`config.mk`:
```
export PLATFORM = sky130hd
export DESIGN_NAME = key_debounce_array
export DESIGN_NICKNAME = d
export VERILOG_FILES = /design/src/rtl/key_debounce_array_pkg.sv /design/src/rtl/key_debounce_chan.sv /design/src/rtl/key_debounce_array.sv
export SDC_FILE = /design/constraint.sdc
export NUM_CORES = 1
export LEC_CHECK = 0
export CAP_MARGIN = 15
export CORE_ASPECT_RATIO = 1.4
export CORE_MARGIN = 2
export CORE_UTILIZATION = 60
export DETAILED_ROUTE_END_ITERATION = 8
export PLACE_DENSITY = 0.82
export SLEW_MARGIN = 10
export SYNTH_ARGS = -nofsm -noshare
export SYNTH_HDL_FRONTEND = slang
export SYNTH_SLANG_ARGS = --single-unit
```
`constraint.sdc`:
```
create_clock -name clk -period 2.4 [get_ports clk]
set_clock_uncertainty 0.15 [all_clocks]
set_input_delay 0.48 -clock clk [delete_from_list [all_inputs] [get_ports clk]]
set_output_delay 0.48 -clock clk [all_outputs]
set_load 0.01 [all_outputs]
```
`src/rtl/key_debounce_array_pkg.sv`:
```
// Shared types for the key debouncer: hold-FSM state encoding and the
// per-channel output bundle handed from each channel to the array top.
package key_debounce_array_pkg;

  typedef enum logic [1:0] {
    RELEASED  = 2'd0,
    HELD      = 2'd1,
    LONG_HELD = 2'd2
  } hold_state_e;

  typedef struct packed {
    logic level;
    logic press;
    logic rls;
    logic lng;
    logic rpt;
  } key_evt_t;

endpackage

```
`src/rtl/key_debounce_chan.sv`:
```
// One key channel: 2-FF synchroniser, stability filter, press/release edges
// and the long-press / auto-repeat hold FSM.
module key_debounce_chan
  import key_debounce_array_pkg::*;
#(
  parameter int ACTIVE_HIGH   = 1,
  parameter int STABLE_CYCLES = 20,
  parameter int LONG_CYCLES   = 1000,
  parameter int REPEAT_CYCLES = 200,
  parameter int CNT_W         = 16
) (
  input  logic     clk,
  input  logic     rst_n,
  input  logic     key,
  output key_evt_t evt
);

  localparam logic IDLE_RAW = (ACTIVE_HIGH != 0) ? 1'b0 : 1'b1;
  localparam bit   REP_EN   = (REPEAT_CYCLES != 0);

  logic [1:0] sync;
  logic       s;

  // Sync flops come out of reset at the idle raw level so no press is seen.
  always_ff @(posedge clk or negedge rst_n) begin
    if (!rst_n) sync <= {2{IDLE_RAW}};
    else        sync <= {sync[0], key};
  end

  assign s = (ACTIVE_HIGH != 0) ? sync[1] : ~sync[1];

  logic [CNT_W-1:0] stab_cnt;
  logic             level, prs_q, rls_q;
  logic             flip, press_ev, rel_ev;

  assign flip     = (s != level) && (stab_cnt == CNT_W'(STABLE_CYCLES - 1));
  assign press_ev = flip & s;
  assign rel_ev   = flip & ~s;

  always_ff @(posedge clk or negedge rst_n) begin
    if (!rst_n) begin
      stab_cnt <= '0;
      level    <= 1'b0;
      prs_q    <= 1'b0;
      rls_q    <= 1'b0;
    end else begin
      prs_q <= press_ev;
      rls_q <= rel_ev;
      if (s == level) begin
        stab_cnt <= '0;
      end else if (flip) begin
        level    <= s;
        stab_cnt <= '0;
      end else begin
        stab_cnt <= stab_cnt + CNT_W'(1);
      end
    end
  end

  hold_state_e      state, state_n;
  logic [CNT_W-1:0] hold_cnt, hold_n, rep_cnt, rep_n;
  logic             lng_q, lng_n, rpt_q, rpt_n;

  always_ff @(posedge clk or negedge rst_n) begin
    if (!rst_n) begin
      state    <= RELEASED;
      hold_cnt <= '0;
      rep_cnt  <= '0;
      lng_q    <= 1'b0;
      rpt_q    <= 1'b0;
    end else begin
      state    <= state_n;
      hold_cnt <= hold_n;
      rep_cnt  <= rep_n;
      lng_q    <= lng_n;
      rpt_q    <= rpt_n;
    end
  end

  // Release is checked first so it suppresses a coincident long/repeat pulse.
  always_comb begin
    state_n = state;
    hold_n  = hold_cnt;
    rep_n   = rep_cnt;
    lng_n   = 1'b0;
    rpt_n   = 1'b0;
    if (rel_ev) begin
      state_n = RELEASED;
      hold_n  = '0;
      rep_n   = '0;
    end else begin
      case (state)
        RELEASED: if (press_ev) begin
          state_n = HELD;
          hold_n  = CNT_W'(1);
        end
        HELD: if (hold_cnt >= CNT_W'(LONG_CYCLES - 1)) begin
          state_n = LONG_HELD;
          hold_n  = CNT_W'(LONG_CYCLES);
          rep_n   = '0;
          lng_n   = 1'b1;
        end else begin
          hold_n  = hold_cnt + CNT_W'(1);
        end
        LONG_HELD: if (REP_EN) begin
          if (rep_cnt >= CNT_W'(REPEAT_CYCLES - 1)) begin
            rep_n = '0;
            rpt_n = 1'b1;
          end else begin
            rep_n = rep_cnt + CNT_W'(1);
          end
        end
        default: state_n = RELEASED;
      endcase
    end
  end

  assign evt = '{level: level, press: prs_q, rls: rls_q, lng: lng_q, rpt: rpt_q};

endmodule

```
`src/rtl/key_debounce_array.sv`:
```
// NUM_KEYS independent debounced key channels with press/release/long/repeat
// event pulses, flattened onto per-event buses.
module key_debounce_array
  import key_debounce_array_pkg::*;
#(
  parameter int NUM_KEYS      = 4,
  parameter int ACTIVE_HIGH   = 1,
  parameter int STABLE_CYCLES = 20,
  parameter int LONG_CYCLES   = 1000,
  parameter int REPEAT_CYCLES = 200,
  parameter int CNT_W         = 16
) (
  input  logic                clk,
  input  logic                rst_n,
  input  logic [NUM_KEYS-1:0] key,
  output logic [NUM_KEYS-1:0] key_level,
  output logic [NUM_KEYS-1:0] key_press,
  output logic [NUM_KEYS-1:0] key_release,
  output logic [NUM_KEYS-1:0] key_long,
  output logic [NUM_KEYS-1:0] key_repeat
);

  key_evt_t [NUM_KEYS-1:0] evt;

  for (genvar i = 0; i < NUM_KEYS; i++) begin : g_chan
    key_debounce_chan #(
      .ACTIVE_HIGH  (ACTIVE_HIGH),
      .STABLE_CYCLES(STABLE_CYCLES),
      .LONG_CYCLES  (LONG_CYCLES),
      .REPEAT_CYCLES(REPEAT_CYCLES),
      .CNT_W        (CNT_W)
    ) u_chan (
      .clk  (clk),
      .rst_n(rst_n),
      .key  (key[i]),
      .evt  (evt[i])
    );
    assign key_level[i]   = evt[i].level;
    assign key_press[i]   = evt[i].press;
    assign key_release[i] = evt[i].rls;
    assign key_long[i]    = evt[i].lng;
    assign key_repeat[i]  = evt[i].rpt;
  end

endmodule

```
==> results of run 1 <==
## synth_stat cells (all sizes together) (4+ instances only)
cell / number
dfrtp: 228
nor2: 159
nand2: 74
nand3: 71
and3: 61
inv: 60
a21oi: 57
o21ai: 53
buf: 34
nor4: 32
xnor2: 31
ha: 28
nor3: 27
xor2: 26
nand4: 24
clkbuf: 20
a31oi: 17
a41oi: 16
o211ai: 16
or3: 16
and2: 15
o21a: 14
and4: 13
o31ai: 13
o22ai: 11
nor2b: 10
a2111oi: 8
a211oi: 8
nand2b: 8
o2bb2ai: 8
a32oi: 7
nand3b: 7
o2111ai: 7
a21o: 6
o22a: 6
or2: 6
a22o: 5
nor4b: 5
mux2i: 4
or4b: 4
## per-layer routing
metal / share of wire, % / wire, µm / up-vias
li1: - / - / 4704
met1: 42 / 10540 / 4797
met2: 52 / 13070 / 182
met3: 3.3 / 830 / 51
met4: 2.4 / 589 / 0
met5: 0 / 0 / -
## worst max-delay path: stages (launching register included)
cell and delay, ns:
dfrtp_1 0.40, ha_1 0.27, a2111oi_2 0.44, o2111a_2 0.28
o21ai_0 0.15, a2111oi_2 0.38, a211o_1 0.14
## sequential cells by signal, summed over array words and instances, names as in the netlist
name	flops
g_chan.u_chan.state	8
g_chan.u_chan.prs_q	4
g_chan.u_chan.stab_cnt	64
g_chan.u_chan.rep_cnt	64
g_chan.u_chan.rls_q	4
g_chan.u_chan.rpt_q	4
g_chan.u_chan.sync	8
g_chan.u_chan.lng_q	4
g_chan.u_chan.level	4
g_chan.u_chan.hold_cnt	64
## through the flow
stage	TNS, ns	setup slack [ns]	total power [µW]	cells	instance area, µm²
global placement	0	0.03861	6772	1539	12780
detailed placement	0	0.01374	6852	1539	12780
global route	-0.02117	-0.01656	11000	1585	13640
floorplan	0	0.2545	5948	1259	12030
CTS	0	0.01112	10470	1584	13570
finish	0	0.1298	10440	1585	13640
## cells in the final DEF, fill, tap and decap left out, types with 17 or more instances in the layout
cell	Yosys	layout
a21oi_1	57	56
a31oi_1	17	17
and3_1	59	59
buf_4	21	53
clkbuf_16	0	25
clkdlybuf4s50_1	0	24
dfrtp_1	228	228
ha_1	28	27
inv_1	60	60
nand2_1	74	74
nand3_1	70	70
nand4_1	23	23
nor2_1	159	159
nor3_1	25	24
nor4_1	27	26
o21ai_0	45	44
xnor2_1	31	31
xor2_1	26	26
## layout make-up
type	count	share of cell area, %
Multi-Input combinational cell	917	42.98
Sequential cell	228	41.82
Timing Repair Buffer	84	5.594
Clock buffer	35	5.300
Tap cell	252	2.311
Inverter	60	1.651
Clock inverter	9	0.3485
## repair_timing
item,CTS,global route
cloned,0,0
endpoints found under the hold margin,43,0
gates resized for setup,1,22
setup endpoints to repair,3,42
hold buffers,1,0
buffers inserted,0,1
## cell families after synthesis
logic type | after synthesis
simple gates | 547
compound gates | 281
flops | 228
buf+inv | 114
xor+xnor | 57
fa+ha+maj | 28
mux | 4
## power by group through the flow
| stage | clock network [µW] | registers [µW] | logic, µW |
|---|---|---|---|
| floorplan | 0 | 4260 | 1690 |
| global placement | 0 | 4280 | 2490 |
| detailed placement | 0 | 4290 | 2560 |
| CTS | 3660 | 4230 | 2590 |
| global route | 3800 | 4260 | 2930 |
| finish | 3580 | 4230 | 2630 |
## final timing paths
| check | startpoint | to | slack [ns] | cells past startpoint |
|---|---|---|---|---|
| min reg2reg | g_chan[2].u_chan.sync[0] | g_chan[2].u_chan.sync[1] | 0.20 | 0 |
| max reg2reg | g_chan[0].u_chan.rep_cnt[0] | g_chan[0].u_chan.rep_cnt[7] | 0.13 | 6 |
| min in group asynchronous | rst_n | g_chan[2].u_chan.rep_cnt[4] | 0.30 | 2 |
| max in group asynchronous | rst_n | g_chan[0].u_chan.hold_cnt[11] | 1.09 | 3 |
| max | g_chan[0].u_chan.rep_cnt[0] | g_chan[0].u_chan.rep_cnt[7] | 0.13 | 6 |
| min | g_chan[2].u_chan.sync[0] | g_chan[2].u_chan.sync[1] | 0.20 | 0 |
==> impl_metrics.yaml, run 1 <==
cts:
  cts_buffers: 24
  root_buffer: "clkbuf_16"
  clk_pin_slew_ns: 0.06
  htreeDepth: 1
  cts_tree: "done"
  clock_latency_ns: 0.51
  clk_path_buf_depth: 3
  clock-sinks: 228
yosys:
  yosys_most_used_dff: "dfrtp_1"
  synth_cells: 1259
  synthesis.area_um2: 12030
  synth_mux_area_share_pct: 0.3329
  synth-simple-area-share_pct: 24.21
  yosys.area_share.adder_pct: 2.913
  ys_seq_area_share_pct: 47.44
  synth_top_family_by_area: "simple AND/OR/NAND/NOR gates"
  synth_cell_types: 86
  avgSynthCellArea_um2: 9.553
  synth_compound_area_share_pct: 16.51
  synth_top_area_share_pct: 47.44
  syn-num-nets: 1293
  synth_top_cell_by_area: "dfrtp_1"
  yosys-top-cells-area: "dfrtp_1, nor2_1, and3_1"
  yosys.area_share.xor_xnor_pct: 4.151
  ys_ff_latch: 228
  synth-edff-count: 0
  synth_async_sr_flop_share_pct: 100.0
  synth-warning-count: 0
placement:
  port_buffers: 25
  place_congestion: 0.8606
  dp_hpwl_um: 17530
die:
  ios: 26
  core_area_um2: 19770
  die_y_um: 171.5
  core.rowCount: 61
  die-area_um2: 21210
  initial_utilization_pct: 60.85
  die_w_um: 123.7
setup_path:
  start_kind: "flip-flop"
  cp.arrival_ns: 2.58
  critPathCaptureType: "flip-flop"
  worstSetupPathType: "flip-flop to flip-flop"
  crit_fanout: 5
  cp.required_ns: 2.71
power:
  cellInternalPower_uw: 7143
  p_per_area_nw_per_um2: 765.4
  irDropWorstVdd_uv: 726.7
  switching_share_pct: 31.59
  p_sw_uw: 3299
  p_clk_share_pct: 34.3
  p_comb_share_pct: 25.2
  leakage_uw: 0.006005
  seq_power_share_pct: 40.5
layout:
  fin_util_pct: 69.02
  fillers: 1515
  multi_input_area_um2: 5864
  syn2layout_area_growth_pct: 13.44
  seq_area_um2: 5705
  layout.nets: 1349
  num_antenna_cells: 0
  drive_gt1_share_pct: 11.10
drt:
  first_pass_iters: 7
  wl_per_cell_um: 15.79
  drt_iter0_drc: 835
  dr_total_vias: 9734
  drc: 0
  vias_per_cell: 6.141
  wl_um: 25030
  ant_nets: 0
hold_path:
  hp-class: "flip-flop to flip-flop"
global_route:
  grt_remaining_overflow: 0
  grt_pass1_vias: 9570
  met2_usage_pct: 43.53
  grt_use_total_pct: 24.57
  grt_max_degree: 67
  grt_pass1_wl_um: 43640
  grt.busiest_layer: "met2"
  antenna_found_initial: 0
  grtUsageMet3_pct: 3.282
  gr-usage-met1_pct: 30.91
timing:
  fin_crit_ns: 2.270
  drv_slew: 0
  max_freq_mhz: 440.5
  holdWs_ns: 0.2005
  max_slew_margin_pct: 59.88
  timing.final.crit_share_pct: 94.59
  tightest_slew_ns: 0.6018
  finalHoldViolCount: 0
  setup_viol: 0
flow_run:
  drv_cap: 0
outcome:
  outcome: "complete, no violations"
(Power assumes the default switching activity.)
==> run 2, diff against run 1 <==
--- a/config.mk
+++ b/config.mk
@@ -11,6 +11,7 @@
 export CORE_UTILIZATION = 60
 export DETAILED_ROUTE_END_ITERATION = 8
 export PLACE_DENSITY = 0.82
+export SKIP_LAST_GASP = 1
 export SLEW_MARGIN = 10
 export SYNTH_ARGS = -nofsm -noshare
 export SYNTH_HDL_FRONTEND = slang
==> run 2 against run 1 <==
Compared with the run above:
- fmax down 1.8%
- combinational power barely moved
- via count up 0.35%
- die area is the same
- worst setup slack lost 0.041 ns
- critical endpoint unchanged
==> impl_metrics.yaml, run 2 (synthesis results as in run 1) <==
die:
  die_w_um: 123.7
  initial_utilization_pct: 60.85
  die-area_um2: 21210
  core_area_um2: 19770
  die_y_um: 171.5
  ios: 26
  core.rowCount: 61
power:
  p_comb_share_pct: 25.2
  p_sw_uw: 3299
  switching_share_pct: 31.60
  p_clk_share_pct: 34.3
  seq_power_share_pct: 40.5
  p_per_area_nw_per_um2: 765.7
  cellInternalPower_uw: 7143
  irDropWorstVdd_uv: 728.5
  leakage_uw: 0.006003
layout:
  reg_top3: "g_chan.u_chan.hold_cnt (64), g_chan.u_chan.rep_cnt (64), g_chan.u_chan.stab_cnt (64)"
  final_cell_mix: "dfrtp_1, nor2_1, nand2_1"
  layout.nets: 1349
  num_antenna_cells: 0
  layout_commonest_cell: "dfrtp_1"
  seq_area_um2: 5705
  drive_gt1_share_pct: 10.95
  syn2layout_area_growth_pct: 13.39
  fillers: 1518
  multi_input_area_um2: 5858
timing:
  finalHoldViolCount: 0
  max_freq_mhz: 432.7
  rsz0062_at_grt: "yes"
  max_slew_margin_pct: 59.85
  holdWs_ns: 0.2005
  drv_slew: 0
  fin_crit_ns: 2.311
  fin_ws_ns: 0.08919
  setup_viol: 0
  tightest_slew_ns: 0.6023
  timing.final.crit_share_pct: 96.28
setup_path:
  cp.required_ns: 2.70
  crit_fanout: 5
  start_kind: "flip-flop"
  worstSetupPathType: "flip-flop to flip-flop"
  cp.arrival_ns: 2.62
  critPathCaptureType: "flip-flop"
cts:
  cts_buffers: 24
  cts_tree: "done"
  clk_pin_slew_ns: 0.06
  root_buffer: "clkbuf_16"
  clk_path_buf_depth: 3
  clock-sinks: 228
  htreeDepth: 1
  clock_latency_ns: 0.51
drt:
  vias_per_cell: 6.163
  drc: 0
  ant_nets: 0
  drt_iter0_drc: 830
  dr_total_vias: 9768
  first_pass_iters: 5
  wl_per_cell_um: 15.79
  wl_um: 25020
placement:
  pre_cts_ws_ns: 0.01374
  place_congestion: 0.8606
  dp_hpwl_um: 17530
  port_buffers: 25
outcome:
  outcome: "complete, no violations"
flow_run:
  drv_cap: 0
global_route:
  grt_remaining_overflow: 0
  grt_max_degree: 67
  grt_pass1_vias: 9570
  grt_use_total_pct: 24.57
  grt_pass1_wl_um: 43640
  antenna_found_initial: 0
hold_path:
  hp-class: "flip-flop to flip-flop"
[run 2: cell type report]
class | instances | share of cell area [%]
Sequential cell | 228 | 41.83
Clock buffer | 35 | 5.303
Timing Repair Buffer | 84 | 5.596
Multi-Input combinational cell | 917 | 42.95
Tap cell | 252 | 2.312
Inverter | 60 | 1.651
Clock inverter | 9 | 0.3486
[run 2: timing repair]
| action | in CTS | in global routing |
|---|---|---|
| gates resized for setup | 1 | 20 |
| hold endpoints to repair | 43 | 0 |
| buffers inserted | 0 | 1 |
| hold buffers | 1 | 0 |
| endpoints found under the setup margin | 3 | 42 |
[run 2: final timing paths]
check / depth (start not counted) / start / endpoint / slack, ns
max in group asynchronous: 3 / rst_n / g_chan[3].u_chan.hold_cnt[5] / 1.09
worst min register to register: 0 / g_chan[2].u_chan.sync[0] / g_chan[2].u_chan.sync[1] / 0.20
min in group asynchronous: 2 / rst_n / g_chan[2].u_chan.rep_cnt[4] / 0.30
worst max-delay path: 6 / g_chan[0].u_chan.rep_cnt[0] / g_chan[0].u_chan.rep_cnt[7] / 0.09
worst max register to register: 6 / g_chan[0].u_chan.rep_cnt[0] / g_chan[0].u_chan.rep_cnt[7] / 0.09
worst min-delay path: 0 / g_chan[2].u_chan.sync[0] / g_chan[2].u_chan.sync[1] / 0.20
[run 2: per-layer routing]
layer  wire length (µm)  share of wire, %  track usage, %  vias up
met3                839               3.4           3.282       53
met2              13060                52           43.53      194
met5                  0                 0               0        -
li1                   -                 -               -     4708
met1              10530                42           30.91     4813
met4                598               2.4           7.708        0
[run 2: critical path, cell delays in order, from the launching register on]
cell       delay, ns
dfrtp_1         0.40
ha_1            0.27
a2111oi_2       0.44
o2111a_1        0.31
o21ai_0         0.17
a2111oi_2       0.38
a211o_1         0.14
[run 2: through the flow]
step / setup TNS (ns) / cells / total power, µW / cell area [µm²] / util (%)
floorplan: 0 / 1259 / 5948 / 12030 / -
CTS: 0 / 1584 / 10470 / 13570 / 68.62
finish: 0 / 1585 / 10440 / 13640 / 68.99
detailed placement: 0 / 1539 / 6852 / 12780 / 64.64
global route: -0.1118 / 1585 / 11000 / 13640 / 68.99
global placement: 0 / 1539 / 6772 / 12780 / 64.64
[run 2: power by group through the flow]
stage / clock, µW / sequential (µW) / combinational (µW)
2_1_floorplan: 0 / 4260 / 1690
3_3_place_gp: 0 / 4280 / 2490
3_5_place_dp: 0 / 4290 / 2560
4_1_cts: 3660 / 4230 / 2590
5_1_grt: 3800 / 4260 / 2930
6_report: 3580 / 4230 / 2630
